--- src/rtl/ap_ctrl_txn_monitor.sv ---
`default_nettype none
// ============================================================================
//  Module      : ap_ctrl_txn_monitor
//  Description : Per-channel ap_ctrl handshake monitor. Records a timestamp
//                per accepted start in a small FIFO, and on each completion
//                updates transaction count, last/min/max latency and sticky
//                overflow/underflow flags. Statistics for one channel are
//                read out through a registered channel-select port.
//  Revision    : 1.0 - initial release
// ============================================================================
module ap_ctrl_txn_monitor #(
   parameter int  NUM_CH   = 4,
   parameter int  INFLIGHT = 4,
   parameter int  TS_W     = 16,
   parameter int  CNT_W    = 32,
   localparam int SEL_W    = (NUM_CH > 1) ? $clog2(NUM_CH) : 1,
   localparam int PTR_W    = $clog2(INFLIGHT) + 1
) (
   input  logic              clock,
   input  logic              reset,
   input  logic              finish,
   input  logic              clear,
   input  logic [NUM_CH-1:0] ch_start,
   input  logic [NUM_CH-1:0] ch_ready,
   input  logic [NUM_CH-1:0] ch_done,
   input  logic [NUM_CH-1:0] ch_continue,
   input  logic [SEL_W-1:0]  rd_sel,
   output logic              rd_valid,
   output logic [CNT_W-1:0]  rd_txn_cnt,
   output logic [TS_W-1:0]   rd_last_lat,
   output logic [TS_W-1:0]   rd_min_lat,
   output logic [TS_W-1:0]   rd_max_lat,
   output logic [PTR_W-1:0]  rd_inflight,
   output logic              rd_ovf,
   output logic              rd_unf,
   output logic              any_err
);

   localparam logic [PTR_W-1:0] c_depth  = PTR_W'(INFLIGHT);
   localparam logic [SEL_W:0]   c_num_ch = (SEL_W + 1)'(NUM_CH);

   logic [TS_W-1:0]  r_ts;

   // Post-update view of every channel, muxed into the readout registers
   logic [CNT_W-1:0] w_nx_cnt   [NUM_CH];
   logic [TS_W-1:0]  w_nx_last  [NUM_CH];
   logic [TS_W-1:0]  w_nx_min   [NUM_CH];
   logic [TS_W-1:0]  w_nx_max   [NUM_CH];
   logic [PTR_W-1:0] w_nx_depth [NUM_CH];
   logic [NUM_CH-1:0] w_nx_ovf;
   logic [NUM_CH-1:0] w_nx_unf;
   logic [NUM_CH-1:0] w_err;

   logic             r_rd_valid, r_rd_ovf, r_rd_unf, r_any_err;
   logic [CNT_W-1:0] r_rd_cnt;
   logic [TS_W-1:0]  r_rd_last, r_rd_min, r_rd_max;
   logic [PTR_W-1:0] r_rd_depth;

   // Free-running timestamp, frozen while the simulation is finishing
   always_ff @(posedge clock or posedge reset) begin
      if (reset)        r_ts <= '0;
      else if (!finish) r_ts <= r_ts + TS_W'(1);
   end

   for (genvar c = 0; c < NUM_CH; c++) begin : g_ch
      logic [TS_W-1:0]  r_fifo [INFLIGHT];
      logic [PTR_W-1:0] r_wr_ptr, r_rd_ptr, w_wr_ptr_n, w_rd_ptr_n, w_depth;
      logic [CNT_W-1:0] r_cnt, w_cnt_n;
      logic [TS_W-1:0]  r_last, r_min, r_max, w_last_n, w_min_n, w_max_n;
      logic [TS_W-1:0]  w_head, w_lat, w_done_lat;
      logic             r_ovf, r_unf, w_ovf_n, w_unf_n;
      logic             w_push, w_pop, w_empty, w_full, w_wr_en, w_done;

      assign w_push  = ch_start[c] & ch_ready[c];
      assign w_pop   = ch_done[c] & ch_continue[c];
      assign w_depth = r_wr_ptr - r_rd_ptr;
      assign w_empty = (w_depth == '0);
      assign w_full  = (w_depth == c_depth);
      assign w_head  = r_fifo[r_rd_ptr[PTR_W-2:0]];
      assign w_lat   = r_ts - w_head;

      // Next-state: clear wins; an empty-FIFO pop is legal only when a start
      // arrives in the same cycle (zero-latency pass-through)
      always_comb begin
         w_wr_ptr_n = r_wr_ptr;
         w_rd_ptr_n = r_rd_ptr;
         w_cnt_n    = r_cnt;
         w_last_n   = r_last;
         w_min_n    = r_min;
         w_max_n    = r_max;
         w_ovf_n    = r_ovf;
         w_unf_n    = r_unf;
         w_wr_en    = 1'b0;
         w_done     = 1'b0;
         w_done_lat = '0;
         if (!finish) begin
            if (clear) begin
               w_wr_ptr_n = '0;
               w_rd_ptr_n = '0;
               w_cnt_n    = '0;
               w_last_n   = '0;
               w_min_n    = '1;
               w_max_n    = '0;
               w_ovf_n    = 1'b0;
               w_unf_n    = 1'b0;
            end else begin
               if (w_pop && w_empty) begin
                  if (w_push) w_done  = 1'b1;
                  else        w_unf_n = 1'b1;
               end else begin
                  if (w_pop) begin
                     w_done     = 1'b1;
                     w_done_lat = w_lat;
                     w_rd_ptr_n = r_rd_ptr + PTR_W'(1);
                  end
                  if (w_push) begin
                     if (w_full && !w_pop) begin
                        w_ovf_n = 1'b1;
                     end else begin
                        w_wr_en    = 1'b1;
                        w_wr_ptr_n = r_wr_ptr + PTR_W'(1);
                     end
                  end
               end
               if (w_done) begin
                  if (r_cnt != '1) w_cnt_n = r_cnt + CNT_W'(1);
                  w_last_n = w_done_lat;
                  if (w_done_lat < r_min) w_min_n = w_done_lat;
                  if (w_done_lat > r_max) w_max_n = w_done_lat;
               end
            end
         end
      end

      // Channel state registers
      always_ff @(posedge clock or posedge reset) begin
         if (reset) begin
            r_wr_ptr <= '0;
            r_rd_ptr <= '0;
            r_cnt    <= '0;
            r_last   <= '0;
            r_min    <= '1;
            r_max    <= '0;
            r_ovf    <= 1'b0;
            r_unf    <= 1'b0;
         end else begin
            r_wr_ptr <= w_wr_ptr_n;
            r_rd_ptr <= w_rd_ptr_n;
            r_cnt    <= w_cnt_n;
            r_last   <= w_last_n;
            r_min    <= w_min_n;
            r_max    <= w_max_n;
            r_ovf    <= w_ovf_n;
            r_unf    <= w_unf_n;
         end
      end

      // Timestamp storage; contents are only meaningful between the pointers
      always_ff @(posedge clock) begin
         if (w_wr_en) r_fifo[r_wr_ptr[PTR_W-2:0]] <= r_ts;
      end

      assign w_nx_cnt[c]   = w_cnt_n;
      assign w_nx_last[c]  = w_last_n;
      assign w_nx_min[c]   = w_min_n;
      assign w_nx_max[c]   = w_max_n;
      assign w_nx_depth[c] = w_wr_ptr_n - w_rd_ptr_n;
      assign w_nx_ovf[c]   = w_ovf_n;
      assign w_nx_unf[c]   = w_unf_n;
      assign w_err[c]      = r_ovf | r_unf;
   end

   // Readout registers capture the selected channel as updated by this edge
   always_ff @(posedge clock or posedge reset) begin
      if (reset) begin
         r_rd_valid <= 1'b0;
         r_rd_cnt   <= '0;
         r_rd_last  <= '0;
         r_rd_min   <= '0;
         r_rd_max   <= '0;
         r_rd_depth <= '0;
         r_rd_ovf   <= 1'b0;
         r_rd_unf   <= 1'b0;
      end else if ({1'b0, rd_sel} < c_num_ch) begin
         r_rd_valid <= 1'b1;
         r_rd_cnt   <= w_nx_cnt[rd_sel];
         r_rd_last  <= w_nx_last[rd_sel];
         r_rd_min   <= w_nx_min[rd_sel];
         r_rd_max   <= w_nx_max[rd_sel];
         r_rd_depth <= w_nx_depth[rd_sel];
         r_rd_ovf   <= w_nx_ovf[rd_sel];
         r_rd_unf   <= w_nx_unf[rd_sel];
      end else begin
         r_rd_valid <= 1'b0;
         r_rd_cnt   <= '0;
         r_rd_last  <= '0;
         r_rd_min   <= '0;
         r_rd_max   <= '0;
         r_rd_depth <= '0;
         r_rd_ovf   <= 1'b0;
         r_rd_unf   <= 1'b0;
      end
   end

   // Global error summary, one cycle behind the sticky flags
   always_ff @(posedge clock or posedge reset) begin
      if (reset) r_any_err <= 1'b0;
      else       r_any_err <= |w_err;
   end

   assign rd_valid    = r_rd_valid;
   assign rd_txn_cnt  = r_rd_cnt;
   assign rd_last_lat = r_rd_last;
   assign rd_min_lat  = r_rd_min;
   assign rd_max_lat  = r_rd_max;
   assign rd_inflight = r_rd_depth;
   assign rd_ovf      = r_rd_ovf;
   assign rd_unf      = r_rd_unf;
   assign any_err     = r_any_err;

endmodule
`default_nettype wire
--- config.mk ---
export PLATFORM = sky130hd
export DESIGN_NAME = ap_ctrl_txn_monitor
export DESIGN_NICKNAME = d
export VERILOG_FILES = /design/src/rtl/ap_ctrl_txn_monitor.sv
export SDC_FILE = /design/constraint.sdc
export NUM_CORES = 2
export LEC_CHECK = 0
export ABC_AREA = 1
export CAP_MARGIN = 5
export CORE_UTILIZATION = 42
export DETAILED_ROUTE_END_ITERATION = 8
export SLEW_MARGIN = 5
export SYNTH_ARGS = -nofsm -noshare
export SYNTH_HDL_FRONTEND = slang
export SYNTH_SLANG_ARGS = --single-unit
--- constraint.sdc ---
create_clock -name clock -period 50.6 [get_ports clock]
set_input_delay 12.65 -clock clock [delete_from_list [all_inputs] [get_ports clock]]
set_output_delay 12.65 -clock clock [all_outputs]
set_load 0.02 [all_outputs]
; ---- Yosys cells after proc, flatten, opt, wreduce, memory -nomap -nowiden
; Memory sizes are Yosys's and may differ from the RTL's.
; Cells that the tools add are included.
; W data, S select, Z words.
[classes]
addsub = 25
bitwise_logic = 13
muxes = 215
n_reduce_logical = 17
n_eq_ne = 8
n_lt_le_gt_ge = 10
[op_table]
columns = cell, count
row1 = $mux W16, 66
row2 = $mux W32, 18
row3 = $add A32 B1 Y32 const B, 4
row4 = $ne A32 B32 Y1 const B, 4
row5 = $mux W3, 38
row6 = $bmux W16 S2, 3
row7 = $mux W1, 86
row8 = $bmux W32 S2, 1
row9 = $gt A16 B16 Y1, 4
row10 = $lt A16 B16 Y1, 4
row11 = $sub A16 B16 Y16, 4
row12 = $add A3 B1 Y3 const B, 8
row13 = $sub A3 B3 Y3, 8
row14 = $add A16 B1 Y16 const B, 1
row15 = $eq A3 B3 Y1 const B, 4
row16 = $logic_not A3 Y1, 4
row17 = $and A1 B1 Y1, 8
row18 = $logic_and A1 B1 Y1, 8
row19 = $bmux W3 S2, 1
row20 = $bmux W1 S2, 2
row21 = $logic_not A1 Y1, 4
row22 = $or A1 B1 Y1, 4
row23 = $reduce_or A4 Y1, 1
row24 = $ge A3 B3 Y1 const B, 1
row25 = other kinds (2), 2
[totals]
ram_bits = 256
memories = 4
regBits = 455
word_cells = 334
out_inout_bits = 87
[memory_table]
columns = name, words, word_bits, rd, rd_ports_with_merged_regs, wr, line
row1 = g_ch[0].r_fifo, 4, 16, 1, 0, 1, 66  ; logic [TS_W-1:0] r_fifo [INFLIGHT];
row2 = g_ch[1].r_fifo, 4, 16, 1, 0, 1, 66
row3 = g_ch[2].r_fifo, 4, 16, 1, 0, 1, 66
row4 = g_ch[3].r_fifo, 4, 16, 1, 0, 1, 66

; ---- Depth between registers and ports, before layout
[logic_depth]
depth_word = 14
mapped_depth = 31
mapped_depth_nobuf = 29

; ---- Worst setup path after synthesis
; OpenSTA, ideal clock, no wires.
[synth_timing]
path_type = input to register
startpoint = input ch_done[0]
endpoint = register r_rd_min[15], in the netlist rd_min_lat[15]
cell_stages = 19
arrival_time_ps = 15207
path_buffers = 2
path_slack_ps = 35276
path_cell_list = nand2_1 > inv_1 > nand2_1 > inv_1 > buf_4 > nand2_1 > nor2_1 > ha_1 > a21oi_1 > nor2_1 > a211oi_1 > o221ai_1 > nor2_1 > buf_2 > nand2_1 > nand2_1 > nand4_1 > nand3_1 > nand2_1
[synth_between]
elab_chain_len = 13
elab_cells_between_ends = 18
classes_between = order compare (1) / mux (15) / bitwise (1) / reduce/logical (1)
[synth_rtl]
columns = item, line
row1 = from (decl), 25  ; input logic [NUM_CH-1:0] ch_done,
row2 = $and A1 B1 Y1 *, 75  ; assign w_pop = ch_done[c] & ch_continue[c];
row3 = $mux W16 / $logic_and A1 B1 Y1 (equally long branches), "111, 107"
row4 = $mux W16, 107  ; if (w_pop && w_empty) begin
row5 = $mux W16, 97  ; if (clear) begin
row6 = $mux W16, 96  ; if (!finish) begin
row7 = $lt A16 B16 Y1, 128  ; if (w_done_lat < r_min) w_min_n = w_done_lat;
row8 = $mux W16, 128
row9 = $mux W16 *, 125  ; if (w_done) begin
row10 = $mux W16 *, 97
row11 = $mux W16 *, 96
row12 = $bmux W16 S2 *, 188  ; r_rd_min <= w_nx_min[rd_sel];
row13 = $mux W16 (implied by the code) * (2 in a row), 188
row14 = to (signal assigned), 188
row15 = to (decl), 56  ; logic [TS_W-1:0] r_rd_last, r_rd_min, r_rd_max;
; Every way passes the cells marked *; elsewhere a longest branch is shown, timed or not. The select of a mux whose other input is x is not followed.
; A chain may end at the register's enable or synchronous reset.

; ---- Final worst setup path
[layout_timing]
startpoint = input ch_continue[3]
endpoint = register r_rd_max[2], in the netlist rd_max_lat[2]
[layout_between]
elab_chain_len = 13
elab_cells_between_ends = 18
classes_between = order compare (1) / mux (15) / bitwise (1) / reduce/logical (1)
[layout_rtl]
columns = item, line
row1 = from (decl), 26  ; input logic [NUM_CH-1:0] ch_continue,
row2 = $and A1 B1 Y1 *, 75
row3 = $mux W16 / $logic_and A1 B1 Y1 (equally long branches), "111, 107"
row4 = $mux W16, 107
row5 = $mux W16, 97
row6 = $mux W16, 96
row7 = $gt A16 B16 Y1, 129  ; if (w_done_lat > r_max) w_max_n = w_done_lat;
row8 = $mux W16, 129
row9 = $mux W16 *, 125
row10 = $mux W16 *, 97
row11 = $mux W16 *, 96
row12 = $bmux W16 S2 *, 189  ; r_rd_max <= w_nx_max[rd_sel];
row13 = $mux W16 (implied by the code) * (2 in a row), 189
row14 = to (signal assigned), 189
row15 = to (decl), 56
; Marks and branches as above.

==> results.tsv <==
stage	metric	value	unit
outcome	status	finished clean	
setup_path	R2R depth	25	
synthesis	count of cell types in the netlist	66	
drt	drt drc	0	
synthesis	Syn Inst Count	5166	
global_route	largest net degree at the start of global routing	133	
sta	Final setup viols	0	
finish	most frequent cells in the layout	1258 x nand2_1, 557 x inv_1, 441 x nand3_1, 391 x dfrtp_1, 367 x nor2_1	
setup_path	r2r endpoint	rd_max_lat[2]	
setup_path	Reg2Reg Setup Slack	43720	ps
sta	Total Negative Setup Slacks	0	ps
clock_tree	deepest clock path buffer count	3	
synthesis	Avg Inst Size Synth	8.16	um^2
drt	WL final	145000	um
sta	final period utilization	33.3	%
clock_tree	Clk Latency, worst-skew pair	680	ps
drt	remaining antenna violation count	0	
min_path	Hold Path End	g_ch[3].r_min[3]	
sta	Max Slew Vio Count	0	
min_path	Hold Path Origin	g_ch[3].r_min[3]	
synthesis	share of the synthesized area in the top cell type	23.2	%
finish	nets@finish	5467	
setup_path	CP arrival	17470	ps
setup_path	Crit path required time	51200	ps
power	Gate power share	36.0	%
drt	wire per inst	22.0	um
setup_path	worst flop-to-flop path startpoint	g_ch[3].r_rd_ptr[0]	
place	Placed Cells incl. Taps	6418	
flow_run	Max Cap Violations	0	
finish	fin cells	6572	
drt	via total after detailed routing	37100	
finish	fillers	9584	
power	net load switching power	0.000822	W
min_path	Hold Crit Class	reg -> reg	
power	Flop pwr share	34.9	%
floorplan	chip width	319	um
global_route	total grt overflow	0	
clock_tree	CTS H-tree depth	3	
floorplan	I/O pin cnt	109	
global_route	first-pass GRT wire length	219000	um
synthesis	post-synthesis sequential area ratio	45.4	%
place	DP Wirelength	101000	um
clock_tree	cts repair resizes	0	
synthesis	Syn Nets	5418	
global_route	initial antenna violation count	6	
synthesis	synth top area cells	dfrtp_1 23%, edfxtp_1 18%, nand2_1 11%	
synthesis	Synth async-reset ratio	64.0	%
power	Peak VDD IR	22.6	uV
floorplan	row count	115	
setup_path	crit path max fanout	27	
synthesis	cell area after synthesis	0.0422	mm^2
finish	fraction of layout cells with a size suffix above 1	7.27	%
power	pwr dens	44.5	mW/mm^2
sta	Final Hold Viols	0	
sta	RSZ-0062 raised after global routing	false	
sta	Worst-Margin Slew	1070	ps
power	switching share of power	39.1	%
synthesis	number of flops mapped to enable cells by yosys	256	
finish	area grow syn2layout	12.2	%
clock_tree	number of CTS-inserted buffers	82	
clock_tree	clock slew at reported path FFs	60	ps
place	GPL Wtd Cong	0.979	
power	Leak	21.7	nW
floorplan	Core Region	0.0990	mm^2
clock_tree	CTS Sinks	711	
setup_path	CP startpoint kind	input port	
floorplan	die area	0.102	mm^2
global_route	GR Util All Layers	28.2	%
synthesis	Synth Register Bits	711	
setup_path	crit path kind	in -> reg	
floorplan	Die Y	319	um
power	Clock power frac	29.1	%
synthesis	most used flip-flop cell after synthesis	dfrtp_1	
clock_tree	clock tree root buffer cell	clkbuf_16	
setup_path	Critical Path End Type	flip-flop	
sta	Setup Skew	38.6	ps
global_route	vias in the first global route	34800	
sta	achievable clock frequency	59.3	MHz
drt	initial DRC count	3895	
place	port bufs	108	
clock_tree	TritonCTS clock tree	done	
drt	Initial DRT Pass Iterations	8	
finish	most common cell after layout, fill and taps aside	nand2_1	
finish	footprint of the multi-input gates	0.0199	mm^2
clock_tree	hold buffer count at cts	0	
synthesis	Yosys top cell by area	dfrtp_1	
floorplan	Initial Util	42.6	%
sta	Min Clock Period, post-route	16870	ps
finish	Reg area	0.0192	mm^2
drt	DR vias/cell	5.65	
sta	max_slew headroom	29.0	%
synthesis	total of warnings raised by yosys	0	
min_path	hold path cells	2	
power	P_int	0.00128	W
clock_tree	Post-CTS Setup Bufs	0	
==> cells in the mapped netlist (25+ instances only) <==
library cell	instances
edfxtp_1	256
o21ai_1	41
buf_2	45
o2111ai_1	58
nor4_1	34
ha_1	222
o21ai_0	302
dfrtp_1	391
nor2_1	369
nand2_1	1258
nand4_1	69
inv_1	560
buf_1	25
xor2_1	82
nand3_1	441
clkbuf_1	149
nor3_1	99
a21oi_1	294
o211ai_1	58
a32o_1	59
dfstp_2	64
==> worst max-delay path, cell delays in order <==
cell and delay (ps):
clkdlybuf4s50_1 450, nand2_1 150, inv_1 170, nand2_1 180, inv_1 460, nand2_1 290
nor2_1 610, ha_1 240, nand2_1 70, inv_1 70, nand3_1 80, nor4_1 280
a41oi_1 180, nand2_1 660, inv_1 330, nand2_1 130, nand3_1 90, nand3_1 120
nand3_1 140, nand2_1 120
==> stage by stage <==
stage / total power, W / utilization, % / hold slack [ps] / setup WS [ps] / instance area [um^2]
5_1_grt: 0.00222 / 47.8 / 506 / 33450 / 47300
3_3_place_gp: 0.00148 / 45.0 / 466 / 33330 / 44600
3_5_place_dp: 0.00148 / 45.0 / 463 / 33300 / 44600
2_1_floorplan: 0.00123 / - / 436 / 25370 / 42200
4_1_cts: 0.00210 / 47.8 / 486 / 33990 / 47300
6_report: 0.00210 / 47.8 / 493 / 33730 / 47300
==> power by group through the flow <==
| stage | combinational, W | sequential, W | clock (W) |
|---|---|---|---|
| 2_1_floorplan | 0.000479 | 0.000750 | 0 |
| 3_3_place_gp | 0.000736 | 0.000743 | 0 |
| 3_5_place_dp | 0.000742 | 0.000742 | 0 |
| 4_1_cts | 0.000747 | 0.000733 | 0.000620 |
| 5_1_grt | 0.000838 | 0.000741 | 0.000642 |
| 6_report | 0.000757 | 0.000734 | 0.000612 |
==> worst max-delay path by stage <==
stage | startpoint | to | depth (start not counted)
final | ch_continue[3] | rd_max_lat[2] | 20
after CTS | ch_continue[3] | rd_max_lat[2] | 20
after detailed placement | reset | r_ts[8] | 6
after global placement | reset | r_ts[13] | 6
after global routing | ch_done[3] | rd_max_lat[2] | 20
after floorplan | reset | any_err | 1
==> metal layers <==
metal  global-route usage (%)  routed length, um
met1                     39.4              64500
met3                     5.02              10800
met4                     9.76               5010
met2                     43.9              64400
met5                        0                 24
==> cell families after synthesis <==
kind of cell | count (synthesis) | share of synthesized area [%]
adder cells (fa/ha/maj) | 230 | 6.97
buffers and inverters | 806 | 7.43
multiplexers | 1 | 0.0237
AND/OR/NAND/NOR | 2367 | 24.4
other | 1 | 0.00889
AO/OA/AOI/OAI | 956 | 13.8
flip-flops | 711 | 45.4
XOR/XNOR | 94 | 1.95
==> cell type report <==
| class | instances | share of cell area [%] |
|---|---|---|
| multi-input combinational | 3649 | 42.1 |
| antenna | 4 | 0.0212 |
| tap | 1287 | 3.40 |
| clock inverter | 40 | 0.894 |
| clock buffer | 110 | 4.84 |
| inverter | 579 | 4.64 |
| sequential | 711 | 40.5 |
| timing repair buffer | 192 | 3.64 |
==> flip-flops by register name (all words and copies together) (netlist names), 3 cells and up <==
name           flops
g_ch.r_cnt       128
g_ch.r_fifo      256
g_ch.r_last       64
g_ch.r_max        64
g_ch.r_min        64
g_ch.r_ovf         4
g_ch.r_rd_ptr     12
g_ch.r_unf         4
g_ch.r_wr_ptr     12
r_ts              16
rd_inflight        3
rd_last_lat       16
rd_max_lat        16
rd_min_lat        16
rd_txn_cnt        32
(Power assumes the default switching activity.)
